<file path="config.mk">
export PLATFORM = sky130hd
export DESIGN_NAME = memory_cycle_flat
export DESIGN_NICKNAME = d
export VERILOG_FILES = /design/src/rtl/memory_cycle_pkg.sv /design/src/rtl/memory_cycle_if.sv /design/src/rtl/memory_cycle_mem_wb_reg.sv /design/src/rtl/memory_cycle.sv /design/src/flat_wrapper.sv
export SDC_FILE = /design/constraint.sdc
export NUM_CORES = 1
export LEC_CHECK = 0
export ABC_AREA = 1
export CORE_AREA = 2 2 122 124
export DETAILED_ROUTE_END_ITERATION = 8
export DIE_AREA = 0 0 124 126
export PLACE_DENSITY = 0.76
export SLEW_MARGIN = 10
export SYNTH_ARGS = -nofsm -noshare
export SYNTH_HDL_FRONTEND = slang
export SYNTH_SLANG_ARGS = --single-unit
</file>
<file path="constraint.sdc">
create_clock -name clk -period 2.08 [get_ports clk]
set_clock_uncertainty 0.05 [all_clocks]
set_input_delay 0.416 -clock clk [delete_from_list [all_inputs] [get_ports clk]]
set_output_delay 0.416 -clock clk [all_outputs]
set_load 0.05 [all_outputs]
</file>
<file path="src/rtl/memory_cycle_pkg.sv">
// Shared pipeline definitions: data widths, MEM-stage FSM encoding, MEM/WB record.
package memory_cycle_pkg;

  localparam int XLEN       = 32;
  localparam int REG_ADDR_W = 5;

  typedef enum logic [1:0] {
    ST_IDLE  = 2'd0,
    ST_WAIT  = 2'd1,
    ST_FAULT = 2'd2
  } mem_state_e;

  typedef struct packed {
    logic                  reg_write;
    logic                  result_src;
    logic [REG_ADDR_W-1:0] rd;
    logic [XLEN-1:0]       pc_plus4;
    logic [XLEN-1:0]       alu_result;
    logic [XLEN-1:0]       read_data;
  } mem_wb_t;

endpackage

</file>
<file path="src/rtl/memory_cycle_if.sv">
// Wait-state data-memory bus with req/ack handshake.
interface memory_cycle_if;
  import memory_cycle_pkg::*;

  logic            dmem_req;
  logic            dmem_we;
  logic [XLEN-1:0] dmem_addr;
  logic [XLEN-1:0] dmem_wdata;
  logic [XLEN-1:0] dmem_rdata;
  logic            dmem_ack;

  modport master (
    output dmem_req, dmem_we, dmem_addr, dmem_wdata,
    input  dmem_rdata, dmem_ack
  );

  modport slave (
    input  dmem_req, dmem_we, dmem_addr, dmem_wdata,
    output dmem_rdata, dmem_ack
  );
endinterface

</file>
<file path="src/rtl/memory_cycle_mem_wb_reg.sv">
// MEM/WB pipeline register; loads the M-side record or an all-zero bubble every clock.
module mem_wb_reg
  import memory_cycle_pkg::*;
(
  input  logic    clk,
  input  logic    rst_n,
  input  logic    capture,
  input  mem_wb_t m_in,
  output mem_wb_t w_out
);

  mem_wb_t w_d, w_q;

  // Capture the instruction or insert a bubble.
  always_comb begin
    w_d = '0;
    if (capture) w_d = m_in;
  end

  // Register with async active-low reset.
  always_ff @(posedge clk or negedge rst_n) begin
    if (!rst_n) w_q <= '0;
    else        w_q <= w_d;
  end

  assign w_out = w_q;

endmodule

</file>
<file path="src/rtl/memory_cycle.sv">
// MEM stage: drives the data-memory handshake, stalls until completion,
// times out hung accesses into a sticky fault, and owns MEM/WB.
module memory_cycle
  import memory_cycle_pkg::*;
#(
  parameter int TIMEOUT = 16,
  parameter int CNT_W   = 5
) (
  input  logic                  clk,
  input  logic                  rst,
  input  logic                  RegWriteM,
  input  logic                  MemWriteM,
  input  logic                  ResultSrcM,
  input  logic [REG_ADDR_W-1:0] RD_M,
  input  logic [XLEN-1:0]       PCPlus4M,
  input  logic [XLEN-1:0]       WriteDataM,
  input  logic [XLEN-1:0]       ALU_ResultM,
  memory_cycle_if.master        dmem,
  output logic                  StallM,
  output logic                  MemFault,
  output logic                  RegWriteW,
  output logic                  ResultSrcW,
  output logic [REG_ADDR_W-1:0] RD_W,
  output logic [XLEN-1:0]       PCPlus4W,
  output logic [XLEN-1:0]       ALU_ResultW,
  output logic [XLEN-1:0]       ReadDataW
);

  mem_state_e       state_d, state_q;
  logic [CNT_W-1:0] cnt_d, cnt_q;
  logic             fault_d, fault_q;

  logic    access, misaligned, timeout_hit;
  logic    req, stall, capture, load_done;
  mem_wb_t m_rec, w_rec;

  assign access      = MemWriteM | ResultSrcM;
  assign misaligned  = access & (ALU_ResultM[1:0] != 2'b00);
  assign timeout_hit = (cnt_q == CNT_W'(TIMEOUT));

  // Next state, wait counter, and handshake/stall/capture decisions.
  always_comb begin
    state_d = state_q;
    cnt_d   = cnt_q;
    fault_d = fault_q;
    req     = 1'b0;
    stall   = 1'b0;
    capture = 1'b0;
    case (state_q)
      ST_IDLE: begin
        req   = access & ~misaligned;
        cnt_d = '0;
        if (misaligned) begin
          state_d = ST_FAULT;
          fault_d = 1'b1;
        end else if (req && !dmem.dmem_ack) begin
          state_d = ST_WAIT;
          cnt_d   = CNT_W'(1);
          stall   = 1'b1;
        end else begin
          capture = 1'b1;
        end
      end
      ST_WAIT: begin
        req = 1'b1;
        if (dmem.dmem_ack) begin
          state_d = ST_IDLE;
          cnt_d   = '0;
          capture = 1'b1;
        end else if (timeout_hit) begin
          state_d = ST_FAULT;
          fault_d = 1'b1;
        end else begin
          cnt_d = cnt_q + CNT_W'(1);
          stall = 1'b1;
        end
      end
      ST_FAULT: begin
        fault_d = 1'b1;
      end
      default: begin
        state_d = ST_IDLE;
        cnt_d   = '0;
      end
    endcase
  end

  // FSM, counter and sticky fault registers.
  always_ff @(posedge clk or negedge rst) begin
    if (!rst) begin
      state_q <= ST_IDLE;
      cnt_q   <= '0;
      fault_q <= 1'b0;
    end else begin
      state_q <= state_d;
      cnt_q   <= cnt_d;
      fault_q <= fault_d;
    end
  end

  // capture is only ever set for a completed access or a non-memory op,
  // so a load that captures necessarily has dmem_ack high this cycle.
  assign load_done = capture & ResultSrcM & dmem.dmem_ack;

  // Assemble the M-side record for MEM/WB.
  always_comb begin
    m_rec            = '0;
    m_rec.reg_write  = RegWriteM;
    m_rec.result_src = ResultSrcM;
    m_rec.rd         = RD_M;
    m_rec.pc_plus4   = PCPlus4M;
    m_rec.alu_result = ALU_ResultM;
    m_rec.read_data  = load_done ? dmem.dmem_rdata : '0;
  end

  mem_wb_reg u_mem_wb_reg (
    .clk     (clk),
    .rst_n   (rst),
    .capture (capture),
    .m_in    (m_rec),
    .w_out   (w_rec)
  );

  assign dmem.dmem_req   = req;
  assign dmem.dmem_we    = MemWriteM;
  assign dmem.dmem_addr  = ALU_ResultM;
  assign dmem.dmem_wdata = WriteDataM;

  assign StallM      = stall;
  assign MemFault    = fault_q;
  assign RegWriteW   = w_rec.reg_write;
  assign ResultSrcW  = w_rec.result_src;
  assign RD_W        = w_rec.rd;
  assign PCPlus4W    = w_rec.pc_plus4;
  assign ALU_ResultW = w_rec.alu_result;
  assign ReadDataW   = w_rec.read_data;

endmodule

</file>
<file path="src/flat_wrapper.sv">
// flat-port wrapper written by rule: the top's interface ports become plain ports
module memory_cycle_flat import memory_cycle_pkg::*;
#(
  parameter int TIMEOUT = 16,
  parameter int CNT_W   = 5
)
  (clk, rst, RegWriteM, MemWriteM, ResultSrcM, RD_M, PCPlus4M, WriteDataM, ALU_ResultM, StallM, MemFault, RegWriteW, ResultSrcW, RD_W, PCPlus4W, ALU_ResultW, ReadDataW, dmem_dmem_req, dmem_dmem_we, dmem_dmem_addr, dmem_dmem_wdata, dmem_dmem_rdata, dmem_dmem_ack);
  memory_cycle_if dmem_i ();
  input  logic clk;
  input  logic rst;
  input  logic RegWriteM;
  input  logic MemWriteM;
  input  logic ResultSrcM;
  input  logic [REG_ADDR_W-1:0] RD_M;
  input  logic [XLEN-1:0] PCPlus4M;
  input  logic [XLEN-1:0] WriteDataM;
  input  logic [XLEN-1:0] ALU_ResultM;
  output logic StallM;
  output logic MemFault;
  output logic RegWriteW;
  output logic ResultSrcW;
  output logic [REG_ADDR_W-1:0] RD_W;
  output logic [XLEN-1:0] PCPlus4W;
  output logic [XLEN-1:0] ALU_ResultW;
  output logic [XLEN-1:0] ReadDataW;
  output wire logic [$bits(dmem_i.dmem_req)-1:0] dmem_dmem_req;
  output wire logic [$bits(dmem_i.dmem_we)-1:0] dmem_dmem_we;
  output wire logic [$bits(dmem_i.dmem_addr)-1:0] dmem_dmem_addr;
  output wire logic [$bits(dmem_i.dmem_wdata)-1:0] dmem_dmem_wdata;
  input wire logic [$bits(dmem_i.dmem_rdata)-1:0] dmem_dmem_rdata;
  input wire logic [$bits(dmem_i.dmem_ack)-1:0] dmem_dmem_ack;
  assign dmem_dmem_req = dmem_i.dmem_req;
  assign dmem_dmem_we = dmem_i.dmem_we;
  assign dmem_dmem_addr = dmem_i.dmem_addr;
  assign dmem_dmem_wdata = dmem_i.dmem_wdata;
  assign dmem_i.dmem_rdata = dmem_dmem_rdata;
  assign dmem_i.dmem_ack = dmem_dmem_ack;
  memory_cycle #(.TIMEOUT(TIMEOUT), .CNT_W(CNT_W)) u_core (.clk(clk), .rst(rst), .RegWriteM(RegWriteM), .MemWriteM(MemWriteM), .ResultSrcM(ResultSrcM), .RD_M(RD_M), .PCPlus4M(PCPlus4M), .WriteDataM(WriteDataM), .ALU_ResultM(ALU_ResultM), .dmem(dmem_i), .StallM(StallM), .MemFault(MemFault), .RegWriteW(RegWriteW), .ResultSrcW(ResultSrcW), .RD_W(RD_W), .PCPlus4W(PCPlus4W), .ALU_ResultW(ALU_ResultW), .ReadDataW(ReadDataW));
endmodule
</file>
# Yosys cells after proc, flatten, opt, wreduce, memory -nomap -nowiden
# Cells that the tools add are included.
dict set report op_classes {
  reduce_logical 8
  n_mux 26
  addsub 1
  eq_ne 9
  bitwise_logic 7
}
# cell count
set op_table {}
lappend op_table {{$mux W103} 1}
lappend op_table {{$mux W32} 1}
lappend op_table {{$mux W5} 3}
lappend op_table {{$pmux W5 S3} 1}
lappend op_table {{$mux W1} 11}
lappend op_table {{$mux W2} 4}
lappend op_table {{$pmux W1 S2} 3}
lappend op_table {{$pmux W2 S3} 1}
lappend op_table {{$add A5 B1 Y5 const B} 1}
lappend op_table {{$eq A5 B5 Y1 const B} 1}
lappend op_table {{$and A1 B1 Y1} 4}
lappend op_table {{$ne A2 B1 Y1 const B} 2}
lappend op_table {{$reduce_and A4 Y1} 1}
lappend op_table {{$ne A3 B1 Y1 const B} 1}
lappend op_table {{$ne A3 B2 Y1 const B} 1}
lappend op_table {{$ne A3 B3 Y1 const B} 1}
lappend op_table {{$pmux W1 S3} 1}
lappend op_table {{$reduce_and A3 Y1} 1}
lappend op_table {{$reduce_bool A3 Y1} 1}
lappend op_table {{$eq A2 B1 Y1 const B} 1}
lappend op_table {{$eq A2 B2 Y1 const B} 1}
lappend op_table {{$logic_not A2 Y1} 1}
lappend op_table {{$ne A2 B2 Y1 const B} 1}
lappend op_table {{$not A1 Y1} 2}
lappend op_table {{5 further kinds} 5}
dict set report totals {
  wordCells 60
  register_bits 111
}

# Logic depth before layout (Yosys ltp)
dict set report depth {
  ltp_word 12
  depth_mapped 8
  mapped_depth_nobuf 7
}

# By module
# From an unflattened synthesis, not the netlist that was laid out.
dict set report unflattened {
  cells_unflattened 529
  area_unflattened_um2 4815.9
}
# module n_inst cells_per_inst seq_area_each_um2 area_per_inst_um2
set modules_own_cells {}
lappend modules_own_cells {mem_wb_reg 1 320 2577.5 3425.8}
lappend modules_own_cells {memory_cycle 1 209 200.2 1390.1}

# Least setup slack after synthesis
# Ideal clock, no wire load.
dict set report synth_timing {
  path_type {register -> output}
  start {register u_core.cnt_q[0]}
  end {output StallM}
  path_slack_ns -0.229
  arrival_time_ns 1.843
  stages_incl_launch_ff 6
  path_buffers 0
  path_cell_list {dfrtp_1 > inv_1 > ha_1 > nand2_1 > nor3_1 > o21ai_0}
}
dict set report synth_between {
  elab_chain_cells 4
}
# item line_no
set synth_lines {}
lappend synth_lines {{start, declared} memory_cycle.sv:30} ;# logic [CNT_W-1:0] cnt_d, cnt_q;
lappend synth_lines {{start signal, assigned} memory_cycle.sv:96} ;# cnt_q <= cnt_d;
lappend synth_lines {{$eq A5 B5 Y1} memory_cycle.sv:39} ;# assign timeout_hit = (cnt_q == CNT_W'(TIMEOUT));
lappend synth_lines {{$mux W1} memory_cycle.sv:70} ;# end else if (timeout_hit) begin
lappend synth_lines {{$mux W1} memory_cycle.sv:66} ;# if (dmem.dmem_ack) begin
lappend synth_lines {{$pmux W1 S2} memory_cycle.sv:49} ;# case (state_q)
lappend synth_lines {{end, declared} flat_wrapper.sv:18} ;# output logic StallM;
# Every way passes these cells.

# Worst setup path in the final report
dict set report layout_timing {
  start {register u_core.cnt_q[1]}
  end {output StallM}
}
# The elaborated chain is that of the path after synthesis.

==> qor.yml <==
worst_setup_path:
  path_cells: "inv_2, ha_4, nand2_4, nor3_4, o21ai_2, buf_12"
  cp-end-kind: "primary output"
  cp_max_fo: 4
  critPathMaxStageDelay_ns: 0.42
  cp_slowest_cell: "dfrtp_1"
  reg2reg_slack_ns: 0.52
  setup.worst_path.class: "register to primary output"
  arrival_ns: 1.56
  startpoint_type: "register"
  cp.required_ns: 1.61
sta:
  final_max_slew_viol_count: 0
  min_period_ns: 2.02
  worstMarginPinSlew_ns: 0.546
  relSlewSlack_pct: 63.5
  rsz0062_at_grt: "yes"
  min_period_over_period_pct: 97.3
  fmaxAchievable_ghz: 0.494
  setup_viol: 0
  hold_viol: 0
cells_and_area:
  finalInstanceArea_um2: 7620
  antenna_cells: 0
  seqCellArea_um2: 2780
  multi_input_area_um2: 800
  syn2layout_area_growth_pct: 66.4
  fill_cells: 1265
  drive_gt1_share_pct: 18.2
  fin_nets: 808
pwr:
  p_clk_share_pct: 41.4
  p_total_w: 0.00475
  swShare_pct: 21.4
  vdd_drop_max_uv: 444
  powerDensity_nw_per_um2: 623
  internal_power_w: 0.00373
  seq_power_share_pct: 45.5
  total_leakage_power_nw: 3.94
  p_comb_share_pct: 13.1
  switchingPower_w: 0.00102
synth:
  synth_flop_cell: "dfrtp_1"
  synth-edff-count: 0
  post_synth_instance_area_um2: 4580
  yosysTopAreaCell: "dfrtp_1"
  synth_common_cells: "113 x inv_1, 111 x dfrtp_1, 79 x nor2_1"
  synth.ff_latch_count: 111
  async_flop_share_pct: 100
  syn_inst: 464
  ys_seq_area_share_pct: 60.7
  yosys_warnings: 0
  synth_nets: 605
  synth.distinct_cells: 21
  syn_area_per_cell_um2: 9.87
  synth_top_area_share_pct: 60.7
  yosys.cell_count.top_type: "inv_1"
  synth_area_leaders: "dfrtp_1 61%, buf_4 11%, inv_1 9.3%, nor2_1 6.5%, nor2_2 4.0%"
global_route:
  overflow: 0
  antenna_found_initial: 0
  groute.usage.overall_pct: 15.9
  grt_max_degree: 35
  grt_pass1_vias: 3551
  grt_pass1_wl_mm: 18.6
die:
  initial_utilization_pct: 32.0
  num_io_pins: 310
  core_area_um2: 14300
  die-area_um2: 15600
  fp-row-count: 44
  die_h_um: 126
  die_x_um: 124
place:
  gp_congestion: 0.750
  placed_area_um2: 7180
  dpl.hpwl_mm: 9.36
  io_buffers: 245
clock_network:
  clk_latency_ns: 0.34
  cts_buffer_depth: 2
  cts-root-buf: "clkbuf_16"
  h-tree-depth: 3
  cts_tree: "yes"
  cts_made_buffers: 9
  clkSinkCount: 111
  cts.clk_slew.worst_paths_ns: 0.07
drt:
  antenna_left: 0
  first_pass_iters: 4
  post-route-drc-count: 0
  drt_first_iter_violations: 136
  wl_per_cell_um: 14.3
  finalWirelength_mm: 12.2
  vias: 3439
  viasPerCell: 4.02
min_path:
  hp-class: "primary input to register"
outcome:
  status: "completed"
flow_run:
  max-cap-violations: 0
-- power by group through the flow --
stage | logic [W] | clock network (W) | registers [W]
after CTS | 0.000622 | 0.00204 | 0.00216
after global placement | 0.000612 | 0 | 0.00220
after detailed placement | 0.000617 | 0 | 0.00220
after global routing | 0.000661 | 0.00214 | 0.00216
final | 0.000620 | 0.00197 | 0.00216
after floorplan | 0.000388 | 0 | 0.00220
-- worst max-delay path, delay by kind of cell, from the launching register on --
kind                       cells  cell delay, ns
AOI/OAI and AO/OA              1            0.11
and+or+nand+nor                2            0.28
DFF                            1            0.42
buffers and inverters          2            0.24
adders and majority gates      1            0.15
-- cell usage in the layout, fill, tap and decap left out, types with 5 or more instances in the layout --
cell type	instances
clkdlybuf4s50_1	204
inv_1	111
dfrtp_1	110
nor2_1	78
buf_12	40
nor2_2	30
nand2_1	24
buf_4	21
clkbuf_16	9
nand3_1	8
nand4_1	5
-- cell families (layout without fill, tap and decap cells) --
| group | Yosys count | count (layout) | synth area share [%] |
|---|---|---|---|
| adders and majority gates | 2 | 2 | 0.546 |
| AOI/OAI and AO/OA | 6 | 6 | 0.792 |
| buffers and inverters | 191 | 398 | 22.7 |
| DFF | 111 | 111 | 60.7 |
| and+or+nand+nor | 154 | 154 | 15.3 |
-- path summary, 6_finish.rpt --
check | start | to | depth (start not counted)
min in group asynchronous | rst | u_core.u_mem_wb_reg.w_out[79] | 2
worst min-delay path | ALU_ResultM[1] | u_core.u_mem_wb_reg.w_out[33] | 3
max in group asynchronous | rst | u_core.cnt_q[0] | 3
worst max-delay path | u_core.cnt_q[1] | StallM | 6
worst min register to register | u_core.MemFault | u_core.MemFault | 2
worst max register to register | u_core.cnt_q[1] | u_core.cnt_q[0] | 8
-- state kept, by name, indices dropped and copies added (netlist names) --
name                       cells
u_core.u_mem_wb_reg.w_out    103
u_core.cnt_q                   5
u_core.state_q                 2
u_core.MemFault                1
-- stage by stage --
step	hold slack, ns	std cells	setup TNS [ns]	setup WS, ns	util (%)
finish	0.371	855	0	0.0568	53.2
global route	0.389	855	-0.0376	-0.0376	53.2
CTS	0.450	849	0	0.000602	52.7
detailed placement	0.311	833	-0.0895	-0.0895	50.2
global placement	0.314	833	-0.117	-0.117	50.2
floorplan	0.0704	464	0	0.151	-
-- cell type report --
| cell class | count | share of cell area (%) |
|---|---|---|
| Multi-Input combinational cell | 162 | 10.5 |
| Inverter | 115 | 5.70 |
| Clock buffer | 12 | 3.37 |
| Tap cell | 184 | 3.02 |
| Clock inverter | 3 | 1.18 |
| Timing Repair Buffer | 268 | 39.8 |
| Sequential cell | 111 | 36.5 |
-- timing repair --
item / 4_1_cts / 5_1_grt
buffers inserted: 0 / 6
hold buffers: 1 / 0
endpoints found under the hold margin: 21 / 0
pin swaps: 0 / 3
gates resized for setup: 4 / 9
setup endpoints to repair: 1 / 1
-- layer usage --
metal | vias to the layer above | global-route usage (%) | part of all wire (%)
met4 | 0 | 7.01 | 3.1
li1 | 1650 | - | -
met2 | 172 | 28.2 | 51
met5 | - | 0 | 0
met1 | 1579 | 16.6 | 34
met3 | 38 | 6.02 | 11
(Power assumes the default switching activity.)
